File: config.mk
export PLATFORM = sky130hd
export DESIGN_NAME = regfile_write_arbiter
export DESIGN_NICKNAME = d
export VERILOG_FILES = /design/src/rtl/regfile_write_arbiter.sv
export SDC_FILE = /design/constraint.sdc
export NUM_CORES = 1
export LEC_CHECK = 0
export ABC_AREA = 1
export ABC_CLOCK_PERIOD_IN_PS = 3200
export BUFFER_PORTS_ARGS = -buffer_cell sky130_fd_sc_hd__clkbuf_2
export CORE_UTILIZATION = 47
export CTS_CLUSTER_SIZE = 16
export DETAILED_ROUTE_END_ITERATION = 7
export PLACE_DENSITY = 0.94
export SLEW_MARGIN = 20
export SYNTH_ARGS = -nofsm -noshare
export SYNTH_HDL_FRONTEND = slang
export SYNTH_SLANG_ARGS = --single-unit
File: constraint.sdc
create_clock -name clk -period 3.2 [get_ports clk]
set_input_delay 0.96 -clock clk [delete_from_list [all_inputs] [get_ports clk]]
set_output_delay 0.96 -clock clk [all_outputs]
set_load 0.02 [all_outputs]
File: src/rtl/regfile_write_arbiter.sv
// regfile_write_arbiter
//   Shares the single write port of the register block between two
//   writeback requesters. The winning write is registered onto
//   RegWrite/WriteReg/WriteData. A pending-write scoreboard tracks which
//   registers have an outstanding producer, so that decode can stall on
//   read-after-write hazards.
//
// Ports
//   clk, rst_n                      clock (rising edge), async active-low reset
//   req0_valid/reg/data, req0_ready ALU writeback request and its accept
//   req1_valid/reg/data, req1_ready multi-cycle/load request and its accept
//   issue_valid, issue_reg          destination of the issuing instruction
//   rd_reg1, rd_reg2                decode source registers
//   stall                           source hazard on a busy register
//   busy                            pending-write bit per register
//   RegWrite, WriteReg, WriteData   write port of the register block
module regfile_write_arbiter #(
  parameter int DATA_W  = 32,
  parameter int ADDR_W  = 3,
  parameter bit RR_MODE = 1'b1
) (
  input  logic                   clk,
  input  logic                   rst_n,
  input  logic                   req0_valid,
  input  logic [ADDR_W-1:0]      req0_reg,
  input  logic [DATA_W-1:0]      req0_data,
  output logic                   req0_ready,
  input  logic                   req1_valid,
  input  logic [ADDR_W-1:0]      req1_reg,
  input  logic [DATA_W-1:0]      req1_data,
  output logic                   req1_ready,
  input  logic                   issue_valid,
  input  logic [ADDR_W-1:0]      issue_reg,
  input  logic [ADDR_W-1:0]      rd_reg1,
  input  logic [ADDR_W-1:0]      rd_reg2,
  output logic                   stall,
  output logic [(2**ADDR_W)-1:0] busy,
  output logic                   RegWrite,
  output logic [ADDR_W-1:0]      WriteReg,
  output logic [DATA_W-1:0]      WriteData
);

  localparam int NREG = 2**ADDR_W;

  // 1 = req1 was granted most recently; resets to 1 so req0 wins the first tie
  logic              last_grant;
  logic              grant0;
  logic              grant1;
  logic              accept;
  logic [ADDR_W-1:0] sel_reg;
  logic [DATA_W-1:0] sel_data;
  logic [NREG-1:0]   busy_next;

  // Grants are gated by rst_n so nothing is accepted while reset is held.
  always_comb begin
    grant0 = 1'b0;
    grant1 = 1'b0;
    if (rst_n) begin
      if (RR_MODE) begin
        grant0 = req0_valid && (!req1_valid || last_grant);
        grant1 = req1_valid && (!req0_valid || !last_grant);
      end else begin
        grant0 = req0_valid;
        grant1 = req1_valid && !req0_valid;
      end
    end
  end

  assign req0_ready = grant0;
  assign req1_ready = grant1;
  assign accept     = grant0 || grant1;
  assign sel_reg    = grant1 ? req1_reg  : req0_reg;
  assign sel_data   = grant1 ? req1_data : req0_data;

  always_ff @(posedge clk or negedge rst_n) begin
    if (!rst_n) begin
      RegWrite   <= 1'b0;
      WriteReg   <= '0;
      WriteData  <= '0;
      last_grant <= 1'b1;
    end else begin
      // A write to register 0 completes the handshake but never reaches the block.
      RegWrite <= accept && (sel_reg != '0);
      if (accept) begin
        WriteReg   <= sel_reg;
        WriteData  <= sel_data;
        last_grant <= grant1;
      end
    end
  end

  // Clear happens on the commit edge; a same-edge issue to the same register
  // is applied afterwards so the newer producer stays outstanding.
  always_comb begin
    busy_next = busy;
    if (RegWrite) busy_next[WriteReg] = 1'b0;
    if (issue_valid && (issue_reg != '0)) busy_next[issue_reg] = 1'b1;
    busy_next[0] = 1'b0;
  end

  always_ff @(posedge clk or negedge rst_n) begin
    if (!rst_n) busy <= '0;
    else        busy <= busy_next;
  end

  assign stall = ((rd_reg1 != '0) && busy[rd_reg1]) ||
                 ((rd_reg2 != '0) && busy[rd_reg2]);

endmodule

* After elaboration in Yosys (flattened, before gate mapping)
Cells that the tools add are included.
W data, S select, Z words.
** Word-level totals
- Bits in registers :: 44
- Input port bits :: 84
- Output and inout bits :: 47
- Word-level logic and storage cells :: 47
** Cells by class
- $lt $le $gt $ge :: 6
- Multiplexer cells :: 14
- Bitwise gates (word level) :: 3
- Reduce and logical (&&, ||, !) cells :: 19
** Operators with widths (count)
- $mux W32 :: 1
- $lt A3 B4 Y1 const B :: 4
- $mux W8 :: 2
- $reduce_bool A3 Y1 :: 4
- $and A8 B8 Y8 :: 1
- $logic_and A1 B1 Y1 :: 8
- $not A8 Y8 :: 1
- $or A8 B8 Y8 :: 1
- $bmux W1 S3 :: 2
- $demux W1 S3 :: 2
- $ge A3 B1 Y1 const B :: 2
- $mux W1 :: 6
- $logic_or A1 B1 Y1 :: 4
- $logic_not A1 Y1 :: 3
- $mux W3 :: 1

* Depth between registers and ports, before layout
- Depth in word-level cells :: 9
- Gate-level depth with buffers :: 8
- Depth with buffers taken out :: 8

* Least setup slack after synthesis
No wires, ideal clock.
- Path type :: input -> output
- Start :: input port rd_reg1[0]
- End :: output port stall
- Arrival :: 1426 ps
- Data required time :: 2240 ps
- Setup slack :: 814 ps
- Stages :: 5
- Buffers on the path :: 0
- Cell sequence :: o21ai_0 nand2_1 nand3_1 nand2_1 nand2_1
** On the way
- Cells in the longest elaborated chain, start to end :: 4
- Elaborated cells on any way between the ends :: 5
- Those cells by class :: mux (2); reduce/logical (3)
** Ends and longest elaborated chain
- start: declaration :: RTL line 34 : input logic [ADDR_W-1:0] rd_reg1,
- $bmux W1 S3 :: RTL line 106 : assign stall = ((rd_reg1 != '0) && busy[rd_reg1]) ||
- $mux W1 (implied by the code) :: RTL line 106
- $logic_and A1 B1 Y1 (*) :: RTL line 106
- $logic_or A1 B1 Y1 (*) :: RTL line 106
- end: declaration :: RTL line 36 : output logic stall,
Mark *: on every way between the ends. The rest lies on a longest branch, timed or not. The select of a mux whose other input is x is not followed.

* Final worst setup path
- Start :: input port rd_reg2[0]
- End :: output port stall
** On the way
- Cells in the longest elaborated chain, start to end :: 4
- Elaborated cells on any way between the ends :: 5
- Those cells by class :: mux (2); reduce/logical (3)
** Ends and longest elaborated chain
- start: declaration :: RTL line 35 : input logic [ADDR_W-1:0] rd_reg2,
- $bmux W1 S3 :: RTL line 107 : ((rd_reg2 != '0) && busy[rd_reg2]);
- $mux W1 (implied by the code) :: RTL line 107
- $logic_and A1 B1 Y1 (*) :: RTL line 107
- $logic_or A1 B1 Y1 (*) :: RTL line 106
Marks and branches as above.

==> flow_summary.toml <==
[setup_path]
path_common_cell = "nand2_1"
crit_family = "buffers and inverters"
worstPathMaxFanout = 7
crit_arrival_ps = 1700
critPathRequiredTime_ps = 2240
critPathLaunchType = "input pin"
cp_slowest_cell = "o21ai_0"
path_cells = "clkbuf_2 > o21ai_0 > nand2_1 > nand3_1 > nand2_1 > nand2_1 > clkbuf_2"
cp-end-kind = "output pin"
critPathMaxStageDelay_ps = 200
path_buf_inv = 2
path_class = "input pin to output pin"
rrSetupSlack_ps = 1650

[route]
drt_wl_total_microns = 5910
first_iter_violations = 109
first_pass_iters = 6
routed_via_density = 5.31
post-route-drc-count = 5
avgRoutedWirePerCell_microns = 13.8
postRouteAntennaNets = 0
vias = 2271

[yosys]
synth-compound-area-share_pct = 14.5
yosys-mux-area-fraction_pct = 0
synth-simple-area-share_pct = 27.3
synth_top_area_share_pct = 47.7
synth.distinct_cells = 24
yosys_warnings = 0
synth_area_leader_cell = "dfrtp_1"
synth_xor_area_share_pct = 0
ys_seq_area_share_pct = 48.9
synthTopCellsByArea = "dfrtp_1, nor3_2, o22ai_1, nor2_1, nand2_1"
synth.net_count = 333
syn_area_per_cell_sq_um = 9.06
synth_top_family_by_area = "simple AND/OR/NAND/NOR gates"
synth-adder-area-share_pct = 0
ys_seq_elements = 44
netlist_instances = 249
syn_area_sq_um = 2260

[timing]
finClkSkew_ps = 6.38
hold_viol_final = 0
tightest_slew_ps = 748
slew_headroom_pct = 50.0
period_share_pct = 83.0
max_freq_ghz = 0.376
tns_ps = 0
min_period_ps = 2660
rsz0062_at_grt = "no"
setup_viol = 0
maxSlewViolCount = 0

[layout]
fillers = 373
register_area_sq_um = 1100
multi_input_area_sq_um = 947
finalNonFillerCells = 428
diodes = 0
drive_above_1_share_pct = 45.2
syn_to_final_growth_pct = 31.5
final_nets = 459

[run_status]
failed_checks = "design-rule violations"
status = "finished with violations"

[floorplan]
core-area_sq_um = 4470
rows = 24
start_util_pct = 50.4
die_w_microns = 71.3
die_area_sq_um = 5080
die_h_microns = 71.3
ios = 131

[job]
drv_cap = 0

[cts]
clkTransAtPathRegs_ps = 80
cts_buffers = 5
clock-root-buffer = "clkbuf_8"
cts_resized = 0
cts_hold_buf = 0
clk-insertion-delay-late_ps = 290
htreeDepth = 2
clkSinkCount = 44
cts_tree = "done"
clk_path_buf_depth = 2
postCtsSetupBuffers = 0

[pwr]
irDropWorstVdd_mv = 0.342
powerDensity_nw_per_um2 = 554
leakage_nw = 1.50

[grt]
grt_pass1_vias = 2420
grt_pass1_wl_microns = 9880
antenna_found_initial = 0
grt_usage_pct = 24.8
grt_max_degree = 44
grt_overflow_total = 0

[place]
dp_hpwl_microns = 4460
routabilityCongestion = 0.722
io_buffer_count = 129
dp.cells = 420

[hold_path]
min_path_type = "register to register"
area by class of cell:
cell class                      count  area share, %
Inverter                           21           2.83
Tap cell                           52           2.19
Timing Repair Buffer              132           22.5
Sequential cell                    44           37.2
Clock buffer                        8           3.37
Multi-Input combinational cell    171           31.9
worst register-to-register path: stages (launching register included):
cell	delay [ps]
dfstp_2	550
nand2_2	90
nand2_4	100
buf_4	350
nand2_1	90
nand2_1	90
nand3_1	70
nand2_1	60
inv_1	50
sequential cells by signal, summed over array words and instances, names as in the netlist:
register and cells:
last_grant 1, RegWrite 1, WriteData 32, busy 7
WriteReg 3
stage by stage:
stage	setup WS [ps]	power, mW	utilization (%)	hold WS, ps	area, sq um
2_1_floorplan	814	1.06	-	507	2260
3_3_place_gp	602	1.25	64.1	522	2870
3_5_place_dp	538	1.28	64.1	539	2870
4_1_cts	538	1.66	66.3	546	2970
5_1_grt	430	1.74	66.3	572	2970
6_report	542	1.64	66.3	547	2970
final timing paths:
| path | startpoint | to | cells after the start |
|---|---|---|---|
| max | rd_reg2[0] | stall | 7 |
| min | last_grant | last_grant | 2 |
| max reg2reg | last_grant | RegWrite | 8 |
| min reg2reg | last_grant | last_grant | 2 |
| max in group asynchronous | rst_n | WriteData[13] | 2 |
| min in group asynchronous | rst_n | last_grant | 1 |
report_power, final:
part / internal, mW / total (mW) / switching (mW)
clock: 0.197 / 0.377 / 0.180
combinational: 0.192 / 0.532 / 0.340
sequential: 0.657 / 0.736 / 0.0789
logic make-up (layout without fill, tap and decap cells):
logic type	count (synthesis)	in the layout
buffers and inverters	34	161
flip-flops	44	44
AND/OR/NAND/NOR	114	114
AO/OA/AOI/OAI	56	56
other	1	1
routing by layer:
metal	vias to the layer above	GRT usage (%)	part of all wire, %
met5	-	0	0
met2	88	45.4	53
li1	1106	-	-
met1	1071	27.4	39
met4	0	10.9	1.2
met3	6	5.63	6.0
layout by cell type, fill, tap and decap left out, drive strengths merged:
cell type  count
nand2         35
nand3         10
nand3b         3
a21oi          1
clkbuf       137
o21ai         22
dfstp          1
o22ai         32
buf            3
nor3          32
o31ai          1
nor2          32
conb           1
dfrtp         43
inv           21
nand4          1
or2            1
synth_stat cells:
| master | number |
|---|---|
| inv_6 | 1 |
| nand2_2 | 3 |
| buf_12 | 2 |
| o22ai_1 | 32 |
| a21oi_2 | 1 |
| nand2_1 | 31 |
| buf_4 | 1 |
| buf_6 | 4 |
| nand4_1 | 1 |
| dfstp_2 | 1 |
| inv_2 | 2 |
| dfrtp_1 | 43 |
| nor3_1 | 11 |
| o31ai_1 | 1 |
| nor3_2 | 21 |
| nand3_1 | 10 |
| inv_1 | 18 |
| o21ai_0 | 22 |
| buf_2 | 6 |
| nand2_4 | 1 |
| nor2_1 | 32 |
| nand3b_1 | 3 |
| or2_2 | 1 |
| conb_1 | 1 |
(Power assumes the default switching activity.)
